$ cat config.mk
export PLATFORM = sky130hd
export DESIGN_NAME = addr_reg_pair_flat
export DESIGN_NICKNAME = d
export VERILOG_FILES = /design/src/rtl/addr_reg_pair_if.sv /design/src/rtl/addr_reg_pair.sv /design/src/flat_wrapper.sv
export SDC_FILE = /design/constraint.sdc
export NUM_CORES = 1
export LEC_CHECK = 0
export CAP_MARGIN = 5
export CORE_UTILIZATION = 48
export DETAILED_ROUTE_END_ITERATION = 12
export PLACE_DENSITY = 0.88
export SLEW_MARGIN = 15
export SYNTH_ARGS = -nofsm -noshare
export SYNTH_HDL_FRONTEND = slang
export SYNTH_SLANG_ARGS = --single-unit
$ cat constraint.sdc
create_clock -name clk -period 2.3 [get_ports clk]
set_input_delay 0.23 -clock clk [delete_from_list [all_inputs] [get_ports clk]]
set_output_delay 0.23 -clock clk [all_outputs]
set_load 0.02 [all_outputs]
$ cat src/rtl/addr_reg_pair_if.sv
// Bus bundle for the paired high/low address register: data/address bus
// inputs, command strobes and the register's status/LED outputs.
interface addr_reg_pair_if #(
  parameter int HALF_W = 8
);
  logic [HALF_W-1:0]   data_in;
  logic [2*HALF_W-1:0] addr_in;
  logic                ld_hi;
  logic                ld_lo;
  logic                ld_addr;
  logic                inc;
  logic                sel;
  logic [2*HALF_W-1:0] addr_out;
  logic                addr_oe;
  logic [2*HALF_W-1:0] content;
  logic                busy;
  logic                carry;
  logic                overrun;
  logic                led_ld;
  logic                led_sel;

  modport master (
    output data_in, addr_in, ld_hi, ld_lo, ld_addr, inc, sel,
    input  addr_out, addr_oe, content, busy, carry, overrun, led_ld, led_sel
  );

  modport slave (
    input  data_in, addr_in, ld_hi, ld_lo, ld_addr, inc, sel,
    output addr_out, addr_oe, content, busy, carry, overrun, led_ld, led_sel
  );
endinterface

$ cat src/rtl/addr_reg_pair.sv
// Paired high/low memory-address register with relay-style settle delay:
// half loads from the data bus, full loads from the address bus, increment.
//
// state    | meaning
// ---------+--------------------------------------------------------------
// S_IDLE   | waiting for a command; busy=0
// S_SETTLE | command latched, down-counter runs SETTLE-1..0, commit at 0
module addr_reg_pair #(
  parameter int HALF_W = 8,
  parameter int SETTLE = 2
) (
  input  logic               clk,
  input  logic               rst,
  addr_reg_pair_if.slave     bus
);
  localparam int AW = 2 * HALF_W;
  localparam logic [3:0] CNT_INIT = 4'(SETTLE - 1);

  typedef enum logic {
    S_IDLE   = 1'b0,
    S_SETTLE = 1'b1
  } state_t;

  state_t          state;
  logic [3:0]      cnt;
  logic [AW-1:0]   content_q;
  logic [AW-1:0]   pend_val;
  logic            pend_carry;
  logic            carry_q;
  logic            overrun_q;
  logic            busy_q;
  logic            led_q;

  logic            any_cmd;
  logic [AW-1:0]   next_val;
  logic            next_carry;
  logic [AW:0]     inc_sum;

  assign any_cmd = bus.ld_hi | bus.ld_lo | bus.ld_addr | bus.inc;
  assign inc_sum = {1'b0, content_q} + {{AW{1'b0}}, 1'b1};

  // Priority: full-word load, then half loads (both halves may load together),
  // then increment. Lower-priority strobes in the same cycle are dropped.
  always_comb begin
    next_val   = content_q;
    next_carry = 1'b0;
    if (bus.ld_addr) begin
      next_val = bus.addr_in;
    end else if (bus.ld_hi || bus.ld_lo) begin
      if (bus.ld_hi) next_val[AW-1:HALF_W] = bus.data_in;
      if (bus.ld_lo) next_val[HALF_W-1:0]  = bus.data_in;
    end else if (bus.inc) begin
      next_val   = inc_sum[AW-1:0];
      next_carry = inc_sum[AW];
    end
  end

  always_ff @(posedge clk or posedge rst) begin
    if (rst) begin
      state      <= S_IDLE;
      cnt        <= '0;
      content_q  <= '0;
      pend_val   <= '0;
      pend_carry <= 1'b0;
      carry_q    <= 1'b0;
      overrun_q  <= 1'b0;
      busy_q     <= 1'b0;
      led_q      <= 1'b0;
    end else begin
      carry_q <= 1'b0;
      case (state)
        S_IDLE: begin
          if (any_cmd) begin
            pend_val   <= next_val;
            pend_carry <= next_carry;
            cnt        <= CNT_INIT;
            state      <= S_SETTLE;
            busy_q     <= 1'b1;
            led_q      <= 1'b1;
          end
        end
        S_SETTLE: begin
          // Strobes seen here, including on the commit edge, are dropped.
          if (any_cmd) overrun_q <= 1'b1;
          if (cnt == 4'd0) begin
            content_q <= pend_val;
            carry_q   <= pend_carry;
            state     <= S_IDLE;
            busy_q    <= 1'b0;
            led_q     <= 1'b0;
          end else begin
            cnt <= cnt - 4'd1;
          end
        end
        default: begin
          state  <= S_IDLE;
          busy_q <= 1'b0;
          led_q  <= 1'b0;
        end
      endcase
    end
  end

  assign bus.content  = content_q;
  assign bus.addr_out = bus.sel ? content_q : '0;
  assign bus.addr_oe  = bus.sel;
  assign bus.led_sel  = bus.sel;
  assign bus.busy     = busy_q;
  assign bus.carry    = carry_q;
  assign bus.overrun  = overrun_q;
  assign bus.led_ld   = led_q;
endmodule

$ cat src/flat_wrapper.sv
// flat-port wrapper written by rule: the top's interface ports become plain ports
module addr_reg_pair_flat 
#(
  parameter int HALF_W = 8,
  parameter int SETTLE = 2
)
  (clk, rst, bus_data_in, bus_addr_in, bus_ld_hi, bus_ld_lo, bus_ld_addr, bus_inc, bus_sel, bus_addr_out, bus_addr_oe, bus_content, bus_busy, bus_carry, bus_overrun, bus_led_ld, bus_led_sel);
  addr_reg_pair_if #(.HALF_W(HALF_W)) bus_i ();
  input  logic clk;
  input  logic rst;
  input wire logic [$bits(bus_i.data_in)-1:0] bus_data_in;
  input wire logic [$bits(bus_i.addr_in)-1:0] bus_addr_in;
  input wire logic [$bits(bus_i.ld_hi)-1:0] bus_ld_hi;
  input wire logic [$bits(bus_i.ld_lo)-1:0] bus_ld_lo;
  input wire logic [$bits(bus_i.ld_addr)-1:0] bus_ld_addr;
  input wire logic [$bits(bus_i.inc)-1:0] bus_inc;
  input wire logic [$bits(bus_i.sel)-1:0] bus_sel;
  output wire logic [$bits(bus_i.addr_out)-1:0] bus_addr_out;
  output wire logic [$bits(bus_i.addr_oe)-1:0] bus_addr_oe;
  output wire logic [$bits(bus_i.content)-1:0] bus_content;
  output wire logic [$bits(bus_i.busy)-1:0] bus_busy;
  output wire logic [$bits(bus_i.carry)-1:0] bus_carry;
  output wire logic [$bits(bus_i.overrun)-1:0] bus_overrun;
  output wire logic [$bits(bus_i.led_ld)-1:0] bus_led_ld;
  output wire logic [$bits(bus_i.led_sel)-1:0] bus_led_sel;
  assign bus_i.data_in = bus_data_in;
  assign bus_i.addr_in = bus_addr_in;
  assign bus_i.ld_hi = bus_ld_hi;
  assign bus_i.ld_lo = bus_ld_lo;
  assign bus_i.ld_addr = bus_ld_addr;
  assign bus_i.inc = bus_inc;
  assign bus_i.sel = bus_sel;
  assign bus_addr_out = bus_i.addr_out;
  assign bus_addr_oe = bus_i.addr_oe;
  assign bus_content = bus_i.content;
  assign bus_busy = bus_i.busy;
  assign bus_carry = bus_i.carry;
  assign bus_overrun = bus_i.overrun;
  assign bus_led_ld = bus_i.led_ld;
  assign bus_led_sel = bus_i.led_sel;
  addr_reg_pair #(.HALF_W(HALF_W), .SETTLE(SETTLE)) u_core (.clk(clk), .rst(rst), .bus(bus_i));
endmodule
==> key figures <==
Detailed routing
  – Per-cell routed wire length: 15.9 um
  – Initial DRC count: 195
  – Total Wirelength: 6390 um
  – Via count: 2277
  – DRT antenna net count: 0
  – DRC Markers: 0
  – Router iterations before antenna repair: 4
  – Vias per inst: 5.65

Finish
  – ANT cells: 0
  – Utilization after layout: 69.6%
  – Most common cell after layout, fill and taps aside: clkdlybuf4s50_1
  – Area grow syn2layout: 38.2%
  – Commonest cells after routing, fill and taps aside: 68 x clkdlybuf4s50_1, 41 x dfrtp_1, 26 x nand2_1
  – Final #Nets: 368
  – Fin area: 0.00331 mm2
  – Fraction of layout cells with a size suffix above 1: 13.1%

Setup path
  – CP required: 2.51 ns
  – Worst EP arrival: 2.09 ns
  – Flop-to-flop setup slack: 0.45 ns
  – RR Startpoint: u_core.bus.content[0]$_DFFE_PP0P_
  – Crit Path Category: in2reg
  – Delay-heaviest family, CP: simple AND/OR/NAND/NOR gates
  – Largest fanout on the critical path: 10
  – R2R Path End: u_core.pend_val[14]$_DFFE_PP0P_
  – WP buf/inv: 1
  – Worst-path cell chain: clkdlybuf4s50_1, nor4_1, nor2_1, nand2_1, o31ai_1
  – Worst R2R Path Depth: 6
  – CP startpoint kind: input pin
  – CP endpoint kind: register
  – CP max stage cell: nor2_1
  – Slowest cell delay on critical path: 0.62 ns

Clock tree
  – H-tree Lvls: 2
  – TritonCTS Sinks: 41
  – Worst skew pair latency: 0.30 ns
  – Setup bufs post-CTS: 0
  – # resized after CTS: 0
  – Clock tree buffer depth: 2
  – Clk slew on worst S/H paths: 0.08 ns
  – CTS Buf Count: 5
  – CTS tree: done
  – Root Buffer: clkbuf_8
  – Hold-fix buffers at CTS: 0

Logic synthesis
  – Top FF cell, synth: dfrtp_1
  – Async SR Flop Fraction: 100%
  – Area fraction of the dominant cell type after synthesis: 42.9%
  – Synth top area cells: dfrtp_1 43%, mux2_2 6.6%, o21ai_0 5.0%
  – Post-synth EDFFs: 0
  – Leading area contributor after synthesis: dfrtp_1
  – Syn Inst Count: 265
  – Netlist cell types: 44
  – Syn_nets: 298
  – Synth warnings: 0
  – #FFs+latches synth: 41
  – Register area share after synthesis: 42.9%
  – Syn_area_per_cell: 9.03 um2
  – Mapped Area: 0.00239 mm2

Status
  – Status: complete, no violations

Die
  – Core Box Area: 0.00475 mm2
  – Die height: 72.6 um
  – Placement Rows: 25
  – Die X: 72.6 um
  – Initial Util: 50.3%
  – Die Area: 0.00527 mm2
  – Top Ports: 69

Power
  – Peak supply drop: 0.679 mV
  – P_leak: 0.00134 uW
  – Pwr dens: 1260 mW/mm2

Placed design
  – Final HPWL from detailed placement: 4660 um
  – Buffers on Ports: 68
  – Routability cong.: 0.906
  – Area after DPL: 0.00317 mm2

Timing
  – Slew Limit Headroom: 46.6%
  – Clk_skew: 0.00894 ns
  – Fmax: 533 MHz
  – Final hold vios: 0
  – Worst slew pin tran: 0.798 ns
  – Fin crit share: 81.6%
  – Min cycle time layout: 1.88 ns
  – Fin Setup TNS: 0 ns
  – RSZ-0062 raised after global routing: no
  – Endpoints failing setup: 0
  – Final slew viol count: 0

Job
  – MaxCap Viol Count: 0

Hold path
  – Type of the most critical hold path: in2async

Global route
  – Vias in the first global route: 2249
  – Largest net degree at the start of global routing: 42
  – Global-route usage over all layers: 26.2%
  – Grt total ovfl: 0
  – First-pass GRT wire length: 10500 um
  – Initial antenna violation count: 0
==> power breakdown <==
group | switching, uW | total, uW | leakage [uW] | internal [uW]
clock | 259 | 690 | 0.0000681 | 431
combinational | 1010 | 2020 | 0.000782 | 1020
sequential | 400 | 1460 | 0.000487 | 1060
total | 1670 | 4170 | 0.00134 | 2510
==> metal layers <==
metal	up-vias	track usage, %	wire length, um
met5	-	0	0
met4	0	13.7	164
met3	19	5.25	399
met2	103	43.4	3170
met1	1085	32.5	2660
li1	1070	-	-
==> cell families after synthesis <==
group | after synthesis | synth area share [%]
AOI/OAI and AO/OA | 60 | 15.8
xor gates and xnor gates | 14 | 5.12
adders and majority gates | 2 | 1.05
buffers and inverters | 29 | 5.38
DFF | 41 | 42.9
muxes | 17 | 7.84
and+or+nand+nor | 102 | 21.9
==> Yosys cell counts (2+ instances only) <==
library cell,instances
nor2_1,23
clkbuf_1,10
a21oi_1,11
nand4_1,3
nor2_2,3
mux2i_1,3
a22oi_1,4
inv_1,11
mux2_2,14
a221oi_1,4
buf_4,4
o311ai_0,2
nor4_1,2
and3_1,2
or4_4,2
o22ai_1,3
o21ai_0,24
nand2_1,26
xor2_1,4
ha_1,2
and2_1,17
xnor2_1,10
o31ai_1,4
nor3_1,7
buf_2,4
nor2b_1,3
dfrtp_1,41
nand3_1,6
==> worst min-delay path, cell delays in order <==
cell             delay (ns)
clkdlybuf4s50_1        0.40
inv_1                  0.05
buf_4                  0.44
==> worst max-delay path by stage <==
| stage | startpoint | to | slack [ns] | depth (start not counted) |
|---|---|---|---|---|
| floorplan | u_core.bus.content[0]$_DFFE_PP0P_ | u_core.pend_val[14]$_DFFE_PP0P_ | 0.52 | 6 |
| global placement | bus_inc | u_core.pend_val[12]$_DFFE_PP0P_ | 0.20 | 5 |
| detailed placement | bus_inc | u_core.pend_val[12]$_DFFE_PP0P_ | 0.10 | 5 |
| CTS | bus_sel | bus_addr_out[1] | 0.41 | 4 |
| global route | u_core.bus.content[0]$_DFFE_PP0P_ | u_core.pend_val[8]$_DFFE_PP0P_ | 0.27 | 6 |
| finish | bus_inc | u_core.pend_val[14]$_DFFE_PP0P_ | 0.42 | 5 |
==> state kept, by name, indices dropped and copies added, names as in the netlist <==
register	cells
u_core.pend_carry	1
u_core.pend_val	16
u_core.bus.content	16
u_core.bus.overrun	1
u_core.cnt	4
u_core.state	1
u_core.bus.carry	1
u_core.bus.busy	1
==> metrics by stage <==
stage               worst slack [ns]  std cells  hold slack [ns]  power [uW]
finish                         0.422        403            0.360        4170
global route                   0.270        403            0.403        4450
CTS                            0.414        403            0.374        4180
detailed placement             0.104        395            0.469        3480
global placement               0.196        395            0.464        3390
floorplan                      0.520        265            0.396        2650
==> cell type report <==
cell class	instances	area, um2
clock buffers	5	68.8
flip-flops and latches	41	1030
repair buffers	81	778
multi-input cells	195	1240
clock inverters	3	65.1
fillers	373	1450
inverters	11	41.3
well taps	67	83.8
Power figures use the tool's default switching activity.
